File: src/rtl/sp_ram_arbiter.sv
// sp_ram_arbiter: round-robin front end for a single-port write-first RAM.
// Write and read request channels share the RAM port one operation per
// cycle; read data returns in issue order through a 2-entry response FIFO.
module sp_ram_arbiter #(
    parameter int DW    = 8,
    parameter int WORDS = 256,
    localparam int AW   = $clog2(WORDS)
) (
    input  logic          clk,
    input  logic          rst_n,
    input  logic          wr_valid,
    output logic          wr_ready,
    input  logic [AW-1:0] wr_addr,
    input  logic [DW-1:0] wr_data,
    input  logic          rd_valid,
    output logic          rd_ready,
    input  logic [AW-1:0] rd_addr,
    output logic          rsp_valid,
    input  logic          rsp_ready,
    output logic [DW-1:0] rsp_data,
    output logic [AW-1:0] ram_addr,
    output logic          ram_we,
    output logic [DW-1:0] ram_din,
    input  logic [DW-1:0] ram_qout
);

    // Arbitration and read-return state
    logic          last_gnt_reg;   // 0 = write granted last, 1 = read
    logic          pend_reg;       // read issued last cycle, data on ram_qout now
    logic [1:0]    cnt_reg;        // buffered responses, 0..2
    logic          head_reg;       // FIFO read slot
    logic          tail_reg;       // FIFO write slot
    logic [DW-1:0] fifo_mem [2];

    logic          pop;
    logic          push;
    logic [2:0]    occ;
    logic          w_elig;
    logic          r_elig;
    logic          gnt_w;
    logic          gnt_r;

    assign pop  = (cnt_reg != 2'd0) && rsp_ready;
    assign push = pend_reg;

    // Slots committed after this edge: buffered plus in flight, minus the
    // one leaving now. Counting the pop lets a full buffer keep streaming
    // reads under rsp_ready, which is why rsp_ready reaches rd_ready
    // combinationally. pop implies cnt_reg >= 1, so this never underflows.
    assign occ    = {1'b0, cnt_reg} + {2'b00, pend_reg} - {2'b00, pop};
    assign w_elig = wr_valid;
    assign r_elig = rd_valid && (occ < 3'd2);

    // Grant: single eligible channel wins; on contention alternate away from last grant
    always_comb begin
        gnt_w = 1'b0;
        gnt_r = 1'b0;
        if (rst_n) begin
            if (w_elig && r_elig) begin
                gnt_w = last_gnt_reg;
                gnt_r = !last_gnt_reg;
            end else begin
                gnt_w = w_elig;
                gnt_r = r_elig;
            end
        end
    end

    assign wr_ready = gnt_w;
    assign rd_ready = gnt_r;
    assign ram_we   = gnt_w;
    assign ram_addr = gnt_w ? wr_addr : rd_addr;
    assign ram_din  = wr_data;

    // Control state: grant history, in-flight read flag and FIFO occupancy
    always_ff @(posedge clk or negedge rst_n) begin
        if (!rst_n) begin
            last_gnt_reg <= 1'b1;
            pend_reg     <= 1'b0;
            cnt_reg      <= 2'd0;
            head_reg     <= 1'b0;
            tail_reg     <= 1'b0;
        end else begin
            if (gnt_w || gnt_r) begin
                last_gnt_reg <= gnt_r;
            end
            pend_reg <= gnt_r;
            if (push && !pop) begin
                cnt_reg <= cnt_reg + 2'd1;
            end else if (pop && !push) begin
                cnt_reg <= cnt_reg - 2'd1;
            end
            if (push) begin
                tail_reg <= ~tail_reg;
            end
            if (pop) begin
                head_reg <= ~head_reg;
            end
        end
    end

    // Response storage: capture RAM read data only in the cycle after a read
    // grant, so write-first echoes of din are never buffered
    always_ff @(posedge clk) begin
        if (push) begin
            fifo_mem[tail_reg] <= ram_qout;
        end
    end

    assign rsp_valid = (cnt_reg != 2'd0);
    assign rsp_data  = fifo_mem[head_reg];

    // The eligibility rule must make a push into a full, unpopped buffer impossible
    assert property (@(posedge clk) disable iff (!rst_n)
        !(push && (cnt_reg == 2'd2) && !pop));

endmodule

File: config.mk
export PLATFORM = sky130hd
export DESIGN_NAME = sp_ram_arbiter
export DESIGN_NICKNAME = d
export VERILOG_FILES = /design/src/rtl/sp_ram_arbiter.sv
export SDC_FILE = /design/constraint.sdc
export NUM_CORES = 1
export LEC_CHECK = 0
export BUFFER_PORTS_ARGS = -buffer_cell sky130_fd_sc_hd__buf_2
export CORE_ASPECT_RATIO = 1.5
export CORE_MARGIN = 5
export CORE_UTILIZATION = 44
export CTS_BUF_LIST = sky130_fd_sc_hd__clkbuf_8
export CTS_CLUSTER_SIZE = 24
export DETAILED_ROUTE_END_ITERATION = 12
export PLACE_DENSITY = 0.81
export RECOVER_POWER = 25
export SETUP_SLACK_MARGIN = 0.02
export SYNTH_ARGS = -nofsm -noshare
export SYNTH_HDL_FRONTEND = slang
export SYNTH_SLANG_ARGS = --single-unit
File: constraint.sdc
create_clock -name clk -period 3.1 [get_ports clk]
set_input_delay 0.31 -clock clk [delete_from_list [all_inputs] [get_ports clk]]
set_output_delay 0.31 -clock clk [all_outputs]
set_load 0.01 [all_outputs]
==> run_results.csv <==
group,metric,value,unit
outcome,status,"complete, but fails checks",
outcome,violations,"setup timing",
yosys,post_synth_and_or_nand_nor_area_fraction,4.86,%
detailed_routing,wire_per_inst,15.5,um
die,initial_utilization,45.1,%
yosys,yosysWarnings,0,
die,die_y,70.7,um
yosys,yosysTopAreaCell,"edfxtp_1",
power,powerDensity,788,nW/um2
yosys,synth_edf_count,16,
worst_setup_path,startpoint_type,"register",
yosys,yosys.area.top_type_share,44.4,%
detailed_routing,firstDrtPassIters,4,
detailed_routing,finalWirelength,2.28,mm
global_route,grt_pass1_wl,3.82,mm
die,core_area,2390,um2
worst_setup_path,reg2reg_depth,9,
clock_network,clock_path_buffers,2,
timing,relSlewSlack,51.1,%
clock_network,clkTransAtPathRegs,0.08,ns
clock_network,numCtsBuffers,3,
yosys,yosys.area_share.adder,4.17,%
yosys,synthMuxAreaShare,16.7,%
cells_and_area,insertedDiodeCount,0,
worst_setup_path,path_max_fanout,5,
yosys,synthXorXnorAreaFrac,4.86,%
yosys,synth_top_family_by_area,"multiplexers",
detailed_routing,num_vias,756,
cells_and_area,final_net_count,164,
cells_and_area,fill_cells,185,
worst_setup_path,rrSetupSlack,0.66,ns
timing,fin_crit,3.16,ns
yosys,synth_flop_cell,"edfxtp_1",
yosys,synthArstFlopShare,27.3,%
power,vdd_drop_max,528,uV
timing,timing.fmax,316,MHz
cells_and_area,drive_above_1_share,65.0,%
detailed_routing,remaining_drc_errors,0,
place,hpwl,1.66,mm
timing,clock_skew,0.00227,ns
clock_network,insertion_delay,0.26,ns
yosys,synth_common_cells,"edfxtp_1 (16), mux2_2 (16), buf_4 (9)",
timing,period_share,102,%
timing,worst_pin_slew,0.732,ns
min_path,hold_depth,1,
min_path,worstHoldStart,"ram_qout[4]",
global_route,antenna_found_initial,0,
timing,maxSlewViolCount,0,
global_route,grt-ovfl-total,0,
cells_and_area,design_area,1530,um2
worst_setup_path,endpoint_kind,"output port",
clock_network,htreeDepth,1,
place,place_congestion,0.722,
cells_and_area,syn2layout_area_growth,41.9,%
min_path,hold_path.class,"in -> reg",
die,rows,22,
global_route,grt_pass1_vias,843,
die,fp.dieW,50.5,um
worst_setup_path,r2r_end,"last_gnt_reg",
min_path,hold_end,"fifo_mem[0][4]",
detailed_routing,ant_nets,0,
power,power.leakage,0.695,nW
yosys,yosysSeqAreaShare,58.4,%
timing,setup-violations-final,8,
global_route,grt_max_degree,14,
worst_setup_path,timing.rr.start,"cnt_reg[1]",
detailed_routing,drt-initial-drc-count,6,
flow_run,drv_cap,0,
die,io_pins,65,
timing,rsz0062_at_grt,"yes",
yosys,ys_ff_latch,22,
yosys,avgSynthCellArea,14.8,um2
global_route,grt_usage,13.6,%
power,power,0.00121,W
cells_and_area,largest_reg_flops,16,
place,io_buffers,48,
worst_setup_path,worstSetupPathType,"reg -> out",
timing,hold_violations,0,
die,die_area,3570,um2
worst_setup_path,crit_arrival,2.85,ns
yosys,synth-compound-area-share,3.36,%
clock_network,cts_tree,"done",
clock_network,cts_num_sinks,22,
detailed_routing,drt-vias-per-instance,5.14,
place,placed_area,1300,um2
yosys,synth_area_leaders,"edfxtp_1 (44%), mux2_2 (17%), dfrtp_1 (12%), buf_4 (6.3%), xor2_1 (3.2%)",
yosys,syn-num-nets,113,
yosys,ys_types,21,
timing,final.setup.worst_slack,-0.0624,ns
worst_setup_path,crit_required,2.79,ns
yosys,synthCells,73,
yosys,syn_area,1080,um2
clock_network,clockRootBuffer,"clkbuf_8",
==> cell usage in the layout, fill, tap and decap left out, types with 2 or more instances in the layout <==
| master | instances |
|---|---|
| edfxtp_1 | 16 |
| nand2_1 | 2 |
| clkbuf_8 | 3 |
| inv_1 | 2 |
| clkbuf_1 | 5 |
| xnor2_1 | 2 |
| mux2_4 | 8 |
| xor2_1 | 4 |
| dfrtp_1 | 5 |
| buf_4 | 5 |
| buf_2 | 35 |
| buf_6 | 10 |
| mux2_2 | 8 |
==> worst max-delay path by stage <==
stage | from | endpoint | slack, ns | cells past startpoint
2_1_floorplan | cnt_reg[1] | ram_addr[0] | 0.07 | 9
3_3_place_gp | cnt_reg[1] | ram_addr[0] | 0.05 | 10
3_5_place_dp | cnt_reg[1] | ram_addr[0] | 0.005 | 10
4_1_cts | cnt_reg[0] | ram_addr[0] | -0.21 | 12
5_1_grt | cnt_reg[1] | ram_addr[7] | -0.18 | 11
6_report | cnt_reg[1] | ram_addr[4] | -0.06 | 11
==> cells by family (layout without fill, tap and decap cells) <==
logic type | after synthesis | after routing
DFF | 22 | 22
muxes | 16 | 16
buffers and inverters | 13 | 63
and+or+nand+nor | 10 | 10
xor gates and xnor gates | 6 | 6
adders and majority gates | 3 | 3
AOI/OAI and AO/OA | 3 | 3
==> area by class of cell <==
type                    count  area (um2)  share of cell area [%]
flip-flops and latches     22         632                    41.2
repair buffers             56         354                    23.1
inverters                   3        13.8                   0.897
clock inverters             1        30.0                    1.96
multi-input cells          38         433                    28.2
clock buffers               3        41.3                    2.69
well taps                  24        30.0                    1.96
==> through the flow <==
stage / utilization [%] / cells / setup TNS [ns] / hold WS [ns] / worst slack (ns)
2_1_floorplan: - / 73 / 0 / 0.0144 / 0.0731
3_3_place_gp: 54.4 / 138 / 0 / 0.169 / 0.0535
3_5_place_dp: 54.4 / 138 / 0 / 0.174 / 0.00484
4_1_cts: 64.8 / 148 / -1.68 / 0.238 / -0.211
5_1_grt: 64.1 / 147 / -1.47 / 0.236 / -0.183
6_report: 64.1 / 147 / -0.436 / 0.241 / -0.0624
==> what timing repair did <==
item                                    in CTS  in global routing
pin swaps                                    6                  6
gates cloned                                 1                  0
endpoints found under the setup margin      11                 11
endpoints found under the hold margin        5                  0
hold buffers                                 1                  0
gates resized for setup                     21                  7
buffers inserted                             4                  1
==> layer usage <==
metal | GRT usage, % | wire [um] | share of wire, %
met1 | 14.6 | 781 | 34
met2 | 24.7 | 1260 | 55
met4 | 4.55 | 17 | 0.75
met3 | 3.58 | 220 | 9.7
met5 | 0 | 0 | 0
==> where the power goes <==
group	leakage [nW]	switching (W)	internal [W]
registers	0.216	0.0000561	0.000384
clock network	0.0357	0.0000892	0.000172
logic	0.444	0.000223	0.000285
==> critical path, cell delays in order, from the launching register on <==
cell and delay, ns:
dfrtp_1 0.39, or2_4 0.26, nand2_4 0.08, inv_4 0.03
ha_4 0.20, nand2b_4 0.14, fa_1 0.52, nand2_2 0.07
o311ai_4 0.30, buf_6 0.18, mux2_4 0.31, buf_6 0.12
(Power assumes the default switching activity.)
